## src/rtl/dsm_pkg.sv

```systemverilog
`default_nettype none
// ============================================================================
// Module      : dsm_pkg
// Description : Shared constants for the delta-sigma modulator and its
//               decimating demodulator (pwm codes, CIC order, sample width).
// Revision    : 1.0 - initial release
// ============================================================================
package dsm_pkg;

    // Ternary pwm line codes; 2'b10 is never produced by the modulator
    localparam logic [1:0] PWM_POS     = 2'b01;
    localparam logic [1:0] PWM_NEG     = 2'b11;
    localparam logic [1:0] PWM_ZERO    = 2'b00;
    localparam logic [1:0] PWM_ILLEGAL = 2'b10;

    // Default decimation ratio and CIC filter order
    localparam int DEF_DECIM_R = 50;
    localparam int CIC_ORDER   = 3;

    // Width of reconstructed signed samples
    localparam int SAMPLE_W = 20;

endpackage : dsm_pkg
`default_nettype wire

```

## src/rtl/cic_stage.sv

```systemverilog
`default_nettype none
// ============================================================================
// Module      : cic_stage
// Description : One CIC section: a free-running integrator register and a
//               strobe-enabled comb (combinational difference + delay reg).
//               All arithmetic is modular; wrap-around is intended.
// Revision    : 1.0 - initial release
// ============================================================================
module cic_stage #(
    parameter int WIDTH = 24
) (
    input  logic             clock,
    input  logic             reset,
    input  logic             strobe,
    input  logic [WIDTH-1:0] integ_in,
    output logic [WIDTH-1:0] integ_out,
    input  logic [WIDTH-1:0] comb_in,
    output logic [WIDTH-1:0] comb_out
);

    logic [WIDTH-1:0] r_integ;
    logic [WIDTH-1:0] r_delay;

    // Integrator: accumulate the upstream value every fast clock
    always_ff @(posedge clock) begin
        if (reset) begin
            r_integ <= '0;
        end else begin
            r_integ <= r_integ + integ_in;
        end
    end

    // Comb delay: remember the comb input of the previous decimated sample
    always_ff @(posedge clock) begin
        if (reset) begin
            r_delay <= '0;
        end else if (strobe) begin
            r_delay <= comb_in;
        end
    end

    assign integ_out = r_integ;
    assign comb_out  = comb_in - r_delay;

endmodule : cic_stage
`default_nettype wire

```

## src/rtl/dsm_decim.sv

```systemverilog
`default_nettype none
// ============================================================================
// Module      : dsm_decim
// Description : Decimating demodulator for the ternary pwm bitstream.
//               Decodes pwm, runs a 3rd-order CIC at the fast clock rate and
//               emits scaled, saturated 20-bit samples every DECIM_R clocks.
// Revision    : 1.0 - initial release
// ============================================================================
module dsm_decim
    import dsm_pkg::*;
#(
    parameter int DECIM_R   = DEF_DECIM_R,
    parameter int ACC_W     = 24,
    parameter int OUT_SHIFT = 2,
    parameter int WARMUP    = 3
) (
    input  logic                clock,
    input  logic                reset,
    input  logic [1:0]          pwm,
    output logic [SAMPLE_W-1:0] vout,
    output logic                vout_valid,
    output logic                code_err
);

    localparam int c_DCNT_W = (DECIM_R > 1) ? $clog2(DECIM_R) : 1;
    localparam int c_WCNT_W = (WARMUP > 0) ? $clog2(WARMUP + 1) : 1;
    // Scaled width must hold the shifted CIC result and the saturation bounds
    localparam int c_EXT_W  = (ACC_W + OUT_SHIFT > SAMPLE_W) ? (ACC_W + OUT_SHIFT) : (SAMPLE_W + 1);
    localparam logic signed [c_EXT_W-1:0] c_SAT_MAX = c_EXT_W'((1 << (SAMPLE_W - 1)) - 1);
    localparam logic signed [c_EXT_W-1:0] c_SAT_MIN = ~c_SAT_MAX;

    logic [ACC_W-1:0]           w_x;
    logic [ACC_W-1:0]           w_integ [CIC_ORDER+1];
    logic [ACC_W-1:0]           w_comb  [CIC_ORDER+1];
    logic signed [ACC_W-1:0]    w_c3;
    logic signed [c_EXT_W-1:0]  w_scaled;
    logic [SAMPLE_W-1:0]        w_sat;
    logic                       w_strobe;
    logic                       w_warm;
    logic [c_DCNT_W-1:0]        r_dcnt;
    logic [c_WCNT_W-1:0]        r_wcnt;

    // Decode the ternary code into a sign-extended integrator input
    always_comb begin
        w_x = '0;
        case (pwm)
            PWM_POS:  w_x = ACC_W'(1);
            PWM_NEG:  w_x = '1;
            PWM_ZERO: w_x = '0;
            default:  w_x = '0;
        endcase
    end

    // Integrators chain forward from the decoded input; combs chain from i3
    assign w_integ[0] = w_x;
    assign w_comb[0]  = w_integ[CIC_ORDER];

    generate
        for (genvar gi = 0; gi < CIC_ORDER; gi++) begin : g_stage
            cic_stage #(
                .WIDTH (ACC_W)
            ) u_stage (
                .clock     (clock),
                .reset     (reset),
                .strobe    (w_strobe),
                .integ_in  (w_integ[gi]),
                .integ_out (w_integ[gi+1]),
                .comb_in   (w_comb[gi]),
                .comb_out  (w_comb[gi+1])
            );
        end
    endgenerate

    // Scale the final comb output and clamp it to the sample range
    assign w_c3     = w_comb[CIC_ORDER];
    assign w_scaled = c_EXT_W'(w_c3) <<< OUT_SHIFT;

    always_comb begin
        w_sat = w_scaled[SAMPLE_W-1:0];
        if (w_scaled > c_SAT_MAX) begin
            w_sat = c_SAT_MAX[SAMPLE_W-1:0];
        end else if (w_scaled < c_SAT_MIN) begin
            w_sat = c_SAT_MIN[SAMPLE_W-1:0];
        end
    end

    assign w_strobe = (r_dcnt == c_DCNT_W'(DECIM_R - 1));
    assign w_warm   = (r_wcnt == c_WCNT_W'(WARMUP));

    // Decimation phase counter; strobe on the last phase of each frame
    always_ff @(posedge clock) begin
        if (reset) begin
            r_dcnt <= '0;
        end else if (w_strobe) begin
            r_dcnt <= '0;
        end else begin
            r_dcnt <= r_dcnt + c_DCNT_W'(1);
        end
    end

    // Warm-up counter: counts strobes until the comb history is filled
    always_ff @(posedge clock) begin
        if (reset) begin
            r_wcnt <= '0;
        end else if (w_strobe && !w_warm) begin
            r_wcnt <= r_wcnt + c_WCNT_W'(1);
        end
    end

    // Output register: sample updates on every strobe, valid only once warm
    always_ff @(posedge clock) begin
        if (reset) begin
            vout       <= '0;
            vout_valid <= 1'b0;
        end else begin
            vout_valid <= w_strobe && w_warm;
            if (w_strobe) begin
                vout <= w_sat;
            end
        end
    end

    // Sticky flag for the illegal line code
    always_ff @(posedge clock) begin
        if (reset) begin
            code_err <= 1'b0;
        end else if (pwm == PWM_ILLEGAL) begin
            code_err <= 1'b1;
        end
    end

endmodule : dsm_decim
`default_nettype wire

```

## config.mk

```make
export PLATFORM = sky130hd
export DESIGN_NAME = dsm_decim
export DESIGN_NICKNAME = d
export VERILOG_FILES = /design/src/rtl/dsm_pkg.sv /design/src/rtl/cic_stage.sv /design/src/rtl/dsm_decim.sv
export SDC_FILE = /design/constraint.sdc
export NUM_CORES = 1
export LEC_CHECK = 0
export CELL_PAD_IN_SITES_DETAIL_PLACEMENT = 0
export CELL_PAD_IN_SITES_GLOBAL_PLACEMENT = 1
export CORE_MARGIN = 3
export CORE_UTILIZATION = 52
export DETAILED_ROUTE_END_ITERATION = 6
export MAX_ROUTING_LAYER = met4
export PLACE_DENSITY_LB_ADDON = 0.2
export SLEW_MARGIN = 10
export SYNTH_ARGS = -nofsm -noshare
export SYNTH_HDL_FRONTEND = slang
export SYNTH_SLANG_ARGS = --single-unit
```

## constraint.sdc

```tcl
create_clock -name clock -period 11.4 [get_ports clock]
set_input_delay 1.14 -clock clock [delete_from_list [all_inputs] [get_ports clock]]
set_output_delay 1.14 -clock clock [all_outputs]
set_load 0.02 [all_outputs]
```

# Word-level counts from Yosys, hierarchy flattened
# Index checks and enable logic that the tools add are counted.
# Widths: inputs -> output; s select.
[word_totals] regBits=174 input_bits=4 out_inout_bits=22 word_cells=33
[classes] addsub=8 order_cmp=2 n_eq_ne=5 n_mux=3 n_reduce_logical=4
[op_table] cell="$add 24x24->24" n=3
[op_table] cell="$sub 24x24->24" n=3
[op_table] cell="$pmux 24 s2" n=1
[op_table] cell="$mux 20" n=2
[op_table] cell="$gt 26x20->1 const B" n=1
[op_table] cell="$lt 26x20->1 const B" n=1
[op_table] cell="$add 6x1->6 const B" n=1
[op_table] cell="$eq 2x2->1 const B" n=3
[op_table] cell="$eq 6x6->1 const B" n=1
[op_table] cell="$add 2x1->2 const B" n=1
[op_table] cell="$eq 2x1->1 const B" n=1
[op_table] cell="$logic_and 1x1->1" n=2
[op_table] cell="$reduce_or 2->1" n=1
[op_table] cell="$logic_not 1->1" n=1

# Longest topological paths before layout
# Gate-level depths: netlist (run 1).
[depth] word_depth=6 mapped_depth=33 mapped_depth_nobuf=32

# By module
# A second synthesis (run 1) with hierarchy kept.
[hier_totals] hier_cells=1611 area_unflattened_um2=13249.0
[by_module_without_submodules] module="cic_stage (g_stage[0].u_stage)" instances=1 cells_per_inst=522 area_per_inst_um2=4150.2 seq_area_each_um2=960.9
[by_module_without_submodules] module="cic_stage (g_stage[1].u_stage)" instances=1 cells_per_inst=493 area_per_inst_um2=3998.8 seq_area_each_um2=960.9
[by_module_without_submodules] module="cic_stage (g_stage[2].u_stage)" instances=1 cells_per_inst=481 area_per_inst_um2=3923.8 seq_area_each_um2=960.9
[by_module_without_submodules] module="dsm_decim" instances=1 cells_per_inst=115 area_per_inst_um2=1176.1 seq_area_each_um2=580.6

# Least setup slack after synthesis (run 1)
# OpenSTA, ideal clock, no wires.
[synth_timing] path_type="register to register" start="register g_stage[0].u_stage.r_delay[1]" end="register vout[13]" setup_time_ns=0.139 t_arrival_ns=5.795 t_required_ns=11.261 setup_slack_ns=5.466 path_stages_with_launch=30 path_buffers=1 period_less_slack_ns=5.934 cell_sequence="dfxtp_1 > inv_1 > ha_1 > nor2b_1 > o31a_1 > o21ai_0 > nand2_1 > a21o_1 > a21oi_1 > o21bai_1 > a21oi_1 > xnor2_1 > ha_1 > a21oi_1 > o22ai_1 > a21o_1 > a21boi_0 > o21bai_1 > a21oi_1 > xnor2_1 > ha_1 > and3_1 > nand2_1 > a211o_2 > a221oi_2 > a31oi_1 > or4_1 > o41ai_4 > buf_12 > a211oi_2"
[synth_between] elab_chain_cells=6 elab_cells_between_ends=7 cone_classes="3 x add/sub; 2 x order compare; 2 x mux"
[synth_lines] item="start, declared" line="cic_stage.sv:22" source="logic [WIDTH-1:0] r_delay;"
[synth_lines] item="start signal, assigned" line="cic_stage.sv:38" source="r_delay <= comb_in;"
[synth_lines] item="$sub 24x24->24 *" line="cic_stage.sv:43" source="assign comb_out = comb_in - r_delay;"
[synth_lines] item="net g_stage[0].u_stage.comb_out[9]" line="cic_stage.sv:18" source="output logic [WIDTH-1:0] comb_out"
[synth_lines] item="$sub 24x24->24 *" line="cic_stage.sv:43"
[synth_lines] item="net g_stage[1].u_stage.comb_out[16]" line="cic_stage.sv:18"
[synth_lines] item="$sub 24x24->24 *" line="cic_stage.sv:43"
[synth_lines] item="$lt 26x20->1" line="dsm_decim.sv:82" source="end else if (w_scaled < c_SAT_MIN) begin"
[synth_lines] item="$mux 20" line="dsm_decim.sv:82"
[synth_lines] item="$mux 20 *" line="dsm_decim.sv:80" source="if (w_scaled > c_SAT_MAX) begin"
[synth_lines] item="end signal, assigned" line="dsm_decim.sv:118" source="vout <= w_sat;"
[synth_lines] item="end, declared" line="dsm_decim.sv:20" source="output logic [SAMPLE_W-1:0] vout,"
# Mark *: on every way through the listed nets, which the timed path passes. The rest lies on a longest branch.
# A chain may end at the register's enable or synchronous reset.

# Final worst setup path (run 1)
[layout_timing] start="register g_stage[0].u_stage.r_delay[1]" end="register vout[6]"
# Same word-level chain as after synthesis.

==> reports/results.ini, run 1 <==
[yosys]
synth_cell_types=78
syn_area_sq_mm=0.01194
synth_top_cell_area_share_pct=29.00
postSynthAreaPerCell_sq_um=8.047
synthesis.instances=1484
synth_area_leaders=dfxtp_1 (29%), ha_1 (15%), a21oi_1 (6.6%)
ys_seq_area_share_pct=29.00
synth_seq_cells=173
synth_nets=1635
synth_top_area_cell=dfxtp_1
synthArstFlopShare_pct=0
yosys_warnings=0
ys.flop_type=dfxtp_1
synth_edf_count=0

[global_route]
track_usage_pct=19.36
grt_pass1_vias=8763
grt_max_degree=112
grt_overflow_total=0
antenna_found_initial=0
grt_pass1_wl_um=39270

[die]
die_area_sq_mm=0.02482
die_w_um=157.5
start_util_pct=53.88
num_rows=54
ioPinCount=26
core-area_sq_mm=0.02216
die_height_um=157.5

[sta]
setup_violations=0
final.setup.tns_ns=0
drv_slew=0
tightest_slew_ns=1.150
fmax_ghz=0.1450
holdWs_ns=0.4519
fin_crit_ns=6.898
fin_skew_ns=0.01511
maxSlewHeadroom_pct=23.08
fin_crit_sh_pct=60.51
rsz0062_at_grt=no
hold_viol_final=0

[layout]
register_area_sq_mm=0.003463
layout-drive-gt1-share_pct=5.663
multi_input_area_sq_mm=0.007866
final_cell_area_sq_mm=0.01297
area_growth_syn_to_layout_pct=8.654
fin_nets=1640
fill_cells=2087
antennaDiodeCount=0

[drt]
first_iter_violations=413
route.detailed.drc=0
avgViaCountPerCell=5.277
wl_um=22480
vias=9398
drt-pass1-iter-count=5
ant_nets=0
wl_per_cell_um=12.62

[run_status]
status=finished clean

[cts]
postCtsSetupBuffers=0
clockBufferDepth=2
cts-root-buf=clkbuf_16
cts_tree=yes
path_clk_slew_ns=0.07
htreeDepth=4
ctsResizeCount=0
ctsHoldBuffers=0
cts_buffers=17
clk_latency_ns=0.44
clock-sinks=173

[critical_path]
crit_buf_inv=1
cp_common_cell=a21oi_1
worstPathRequired_ns=11.66
slowest_delay_ns=0.93
start_kind=flip-flop
slowest_stage=o41ai_4
crit_family=compound AO/OA/AOI/OAI gates
cp-end-kind=flip-flop
arrival_ns=7.16
crit_fanout=18
crit_type=flip-flop to flip-flop

[place]
placed_cell_area_sq_mm=0.01239
dp_hpwl_um=16540
gp_congestion=0.8347
io_buffers=25

[run]
drv_cap=0

[min_path]
hold_class=flip-flop to flip-flop

path summary, 6_finish.rpt:
check | from | endpoint | slack [ns] | cells past startpoint
max | g_stage[0].u_stage.r_delay[1]$_SDFFE_PP0P_ | vout[6]$_SDFFE_PP0P_ | 4.50 | 28
min | g_stage[0].u_stage.r_delay[18]$_SDFFE_PP0P_ | g_stage[0].u_stage.r_delay[18]$_SDFFE_PP0P_ | 0.45 | 2
max reg2reg | g_stage[0].u_stage.r_delay[1]$_SDFFE_PP0P_ | vout[6]$_SDFFE_PP0P_ | 4.50 | 28
min reg2reg | g_stage[0].u_stage.r_delay[18]$_SDFFE_PP0P_ | g_stage[0].u_stage.r_delay[18]$_SDFFE_PP0P_ | 0.45 | 2
metal layers:
layer / global-route usage [%] / vias to the layer above / part of all wire (%) / wire, um
met5: - / - / 0 / 0
met3: 2.750 / 21 / 1.8 / 399
li1: - / 5154 / - / -
met4: 5.124 / 0 / 1.2 / 274
met2: 33.69 / 76 / 48 / 10730
met1: 23.57 / 4147 / 49 / 11080
synthesized netlist by cell type, drive strengths merged (3+ instances only):
| library cell | instances |
|---|---|
| nor2 | 149 |
| nor2b | 21 |
| o21a | 12 |
| a21o | 49 |
| fa | 6 |
| xnor2 | 73 |
| buf | 7 |
| o41a | 3 |
| o211ai | 6 |
| dfxtp | 173 |
| nand4 | 4 |
| nor3 | 41 |
| a31oi | 15 |
| clkbuf | 37 |
| nand3 | 10 |
| a21boi | 4 |
| or3 | 9 |
| o41ai | 3 |
| or2 | 7 |
| mux2i | 3 |
| a221oi | 4 |
| xor2 | 46 |
| a2111oi | 8 |
| and4 | 3 |
| or4 | 3 |
| o31ai | 4 |
| and3 | 13 |
| o311a | 3 |
| or3b | 4 |
| a21oi | 157 |
| mux2 | 4 |
| nand2 | 193 |
| ha | 141 |
| nor3b | 5 |
| o21ai | 51 |
| a211oi | 36 |
| o21bai | 19 |
| inv | 113 |
| nand2b | 23 |
metrics by stage:
stage	setup WS [ns]	instances	util, %
after floorplan	5.466	1484	-
after global placement	4.673	1750	55.92
after detailed placement	4.509	1750	55.92
after CTS	4.490	1781	58.55
after global routing	3.822	1781	58.55
final	4.502	1781	58.55
placed cells by master (no fill, tap or decap), types with 21 or more instances in the layout:
cell,count
o21ai_0,44
xor2_1,46
ha_1,141
inv_1,113
dfxtp_1,173
xnor2_1,71
nor2_1,149
nand2_1,193
nor3_1,40
a21o_1,49
nor2b_1,21
nand2b_1,23
clkdlybuf4s50_1,24
a21oi_1,157
a211oi_1,26
cells by family after synthesis:
group	Yosys count	synth area share (%)
mux	7	0.7648
fa+ha+maj	147	15.78
compound gates	390	21.94
buf+inv	157	5.176
xor+xnor	119	8.948
flops	173	29.00
simple gates	491	18.39
sequential cells by signal, summed over array words and instances (netlist names):
signal and flops:
g_stage.u_stage.r_delay 72, g_stage.u_stage.integ_out 72, vout 19, vout_valid 1
r_wcnt 2, r_dcnt 6, code_err 1
final cells by class:
type	count	share of cell area, %
Clock inverter	12	1.070
Timing Repair Buffer	30	2.228
Inverter	113	3.269
Sequential cell	173	26.69
Clock buffer	19	3.414
Tap cell	280	2.700
Multi-Input combinational cell	1154	60.63
worst reg2reg max path, delay by kind of cell (launching register included):
kind / cells / cell delay (ns)
DFF: 1 / 0.39
AOI/OAI and AO/OA: 17 / 3.93
xor gates and xnor gates: 2 / 0.29
adders and majority gates: 3 / 0.95
buffers and inverters: 1 / 0.06
and+or+nand+nor: 5 / 1.11
Power of run 1 is left out: the tool's default activity adds up to more than one toggle a clock period on the data nets, which glitch-free logic cannot reach.
==> run 2: changes to the inputs <==
CORE_UTILIZATION = 44   (was 52)
clock period = 5.91 ns   (was 11.4 ns; I/O delays follow)
==> reports/results.ini, run 2 (same netlist as run 1, synthesis figures left out) <==
[drt]
wl_um=26220
route.detailed.drc=0
drt-pass1-iter-count=4
route.met2.wl_um=13350
avgViaCountPerCell=5.045
routed.top_layer=met4
wl_met3_um=400
m1WireLength_um=12140
wl_per_cell_um=12.97
first_iter_violations=404
vias=10200
ant_nets=0

[sta]
fmax_ghz=0.1642
fin_skew_ns=0.01713
drv_slew=0
setup_violations=19
maxSlewHeadroom_pct=43.83
final.setup.tns_ns=-2.445
rsz0062_at_grt=yes
fin_crit_ns=6.089
hold_viol_final=0
fin_crit_sh_pct=103.0
layout_setup_ws_ns=-0.1787
tightest_slew_ns=0.8425

[global_route]
antenna_found_initial=0
grt_max_degree=99
grt_overflow_total=0
grt_pass1_vias=9972
track_usage_pct=18.70
grt_pass1_wl_um=44720

[die]
core-area_sq_mm=0.02635
start_util_pct=45.31
die_w_um=170.7
die_height_um=170.7
die_area_sq_mm=0.02915
num_rows=59
ioPinCount=26

[layout]
layout_common_cells=nand2_1 (187), buf_4 (177), dfxtp_1 (169), a21oi_1 (144), nor2_1 (142)
fin_nets=1826
fin_util_pct=57.62
antennaDiodeCount=0
layout-drive-gt1-share_pct=22.11
finalNonFillerCells=2022
area_growth_syn_to_layout_pct=27.16
final_cell_area_sq_mm=0.01518
final_common_cell=nand2_1

[cts]
clk_latency_ns=0.43
ctsHoldBuffers=0
path_clk_slew_ns=0.07
clockBufferDepth=2
cts-root-buf=clkbuf_16
clock-sinks=173
cts_buffers=17
htreeDepth=4
cts_tree=yes

[place]
place_inst=1934
io_buffers=25
placed_cell_area_sq_mm=0.01343
dp_hpwl_um=18180
gp_congestion=0.8842

[critical_path]
crit_family=simple AND/OR/NAND/NOR gates
worstPathRequired_ns=6.25
slowest_stage=or4_4
arrival_ns=6.43
cp_common_cell=buf_4
start_kind=flip-flop
crit_type=flip-flop to flip-flop
crit_fanout=5
crit_buf_inv=6
slowest_delay_ns=0.45
cp-end-kind=flip-flop

[run]
drv_cap=0

[min_path]
hold_class=flip-flop to flip-flop

[run_status]
violations=setup timing
status=finished with violations

run 2: cell types whose count changed in the layout (fill, tap and decap cells not counted), moves of 11 or more:
cell | previous run | this run
a21oi_1 | 157 | 144
xnor2_1 | 71 | 58
xnor2_2 | 1 | 14
ha_1 | 141 | 130
buf_4 | 5 | 177
a21oi_2 | 0 | 12
a211oi_1 | 26 | 15
run 2: layout make-up:
class,instances,area [sq um]
Fill cell,2373,11170
Multi-Input combinational cell,1154,8486
Tap cell,335,419.2
Inverter,113,424.2
Sequential cell,173,3468
Clock inverter,13,156.4
Timing Repair Buffer,216,1802
Clock buffer,18,429.2
run 2: final timing paths:
check	from	endpoint	slack [ns]	cells past startpoint
max reg2reg	g_stage[2].u_stage.integ_out[0]$_SDFF_PP0_	vout[18]$_SDFFE_PP0P_	-0.18	32
min	g_stage[1].u_stage.r_delay[14]$_SDFFE_PP0P_	g_stage[1].u_stage.r_delay[14]$_SDFFE_PP0P_	0.45	2
max	g_stage[2].u_stage.integ_out[0]$_SDFF_PP0_	vout[18]$_SDFFE_PP0P_	-0.18	32
min reg2reg	g_stage[1].u_stage.r_delay[14]$_SDFFE_PP0P_	g_stage[1].u_stage.r_delay[14]$_SDFFE_PP0P_	0.45	2
run 2: stage by stage:
step	worst slack, ns	hold slack, ns
after floorplan	0.004173	0.4363
after CTS	-0.09687	0.4552
after detailed placement	-0.7985	0.4463
after global routing	-0.4927	0.4702
final	-0.1787	0.4519
after global placement	-0.6271	0.4414
run 2: timing repair:
action / in CTS / in global routing
endpoints found under the hold margin: 0 / 0
setup endpoints to repair: 19 / 19
resized for setup: 81 / 60
buffers inserted: 41 / 15
pin swaps: 32 / 84
cloned: 4 / 0
run 2: metal layers:
metal | vias to the layer above | global-route usage (%)
met5 | - | -
met4 | 0 | 4.303
met3 | 21 | 2.657
met2 | 79 | 33.66
met1 | 4579 | 22.07
li1 | 5522 | -
run 2: worst register-to-register path, delay by kind of cell, from the launching register on:
kind            cells  cell delay [ns]
buf+inv             6             0.77
flops               1             0.35
simple gates        9             1.87
fa+ha+maj           4             1.08
xor+xnor            2             0.21
mux                 1             0.21
compound gates     10             1.54
Power of run 2 is left out for the same reason.
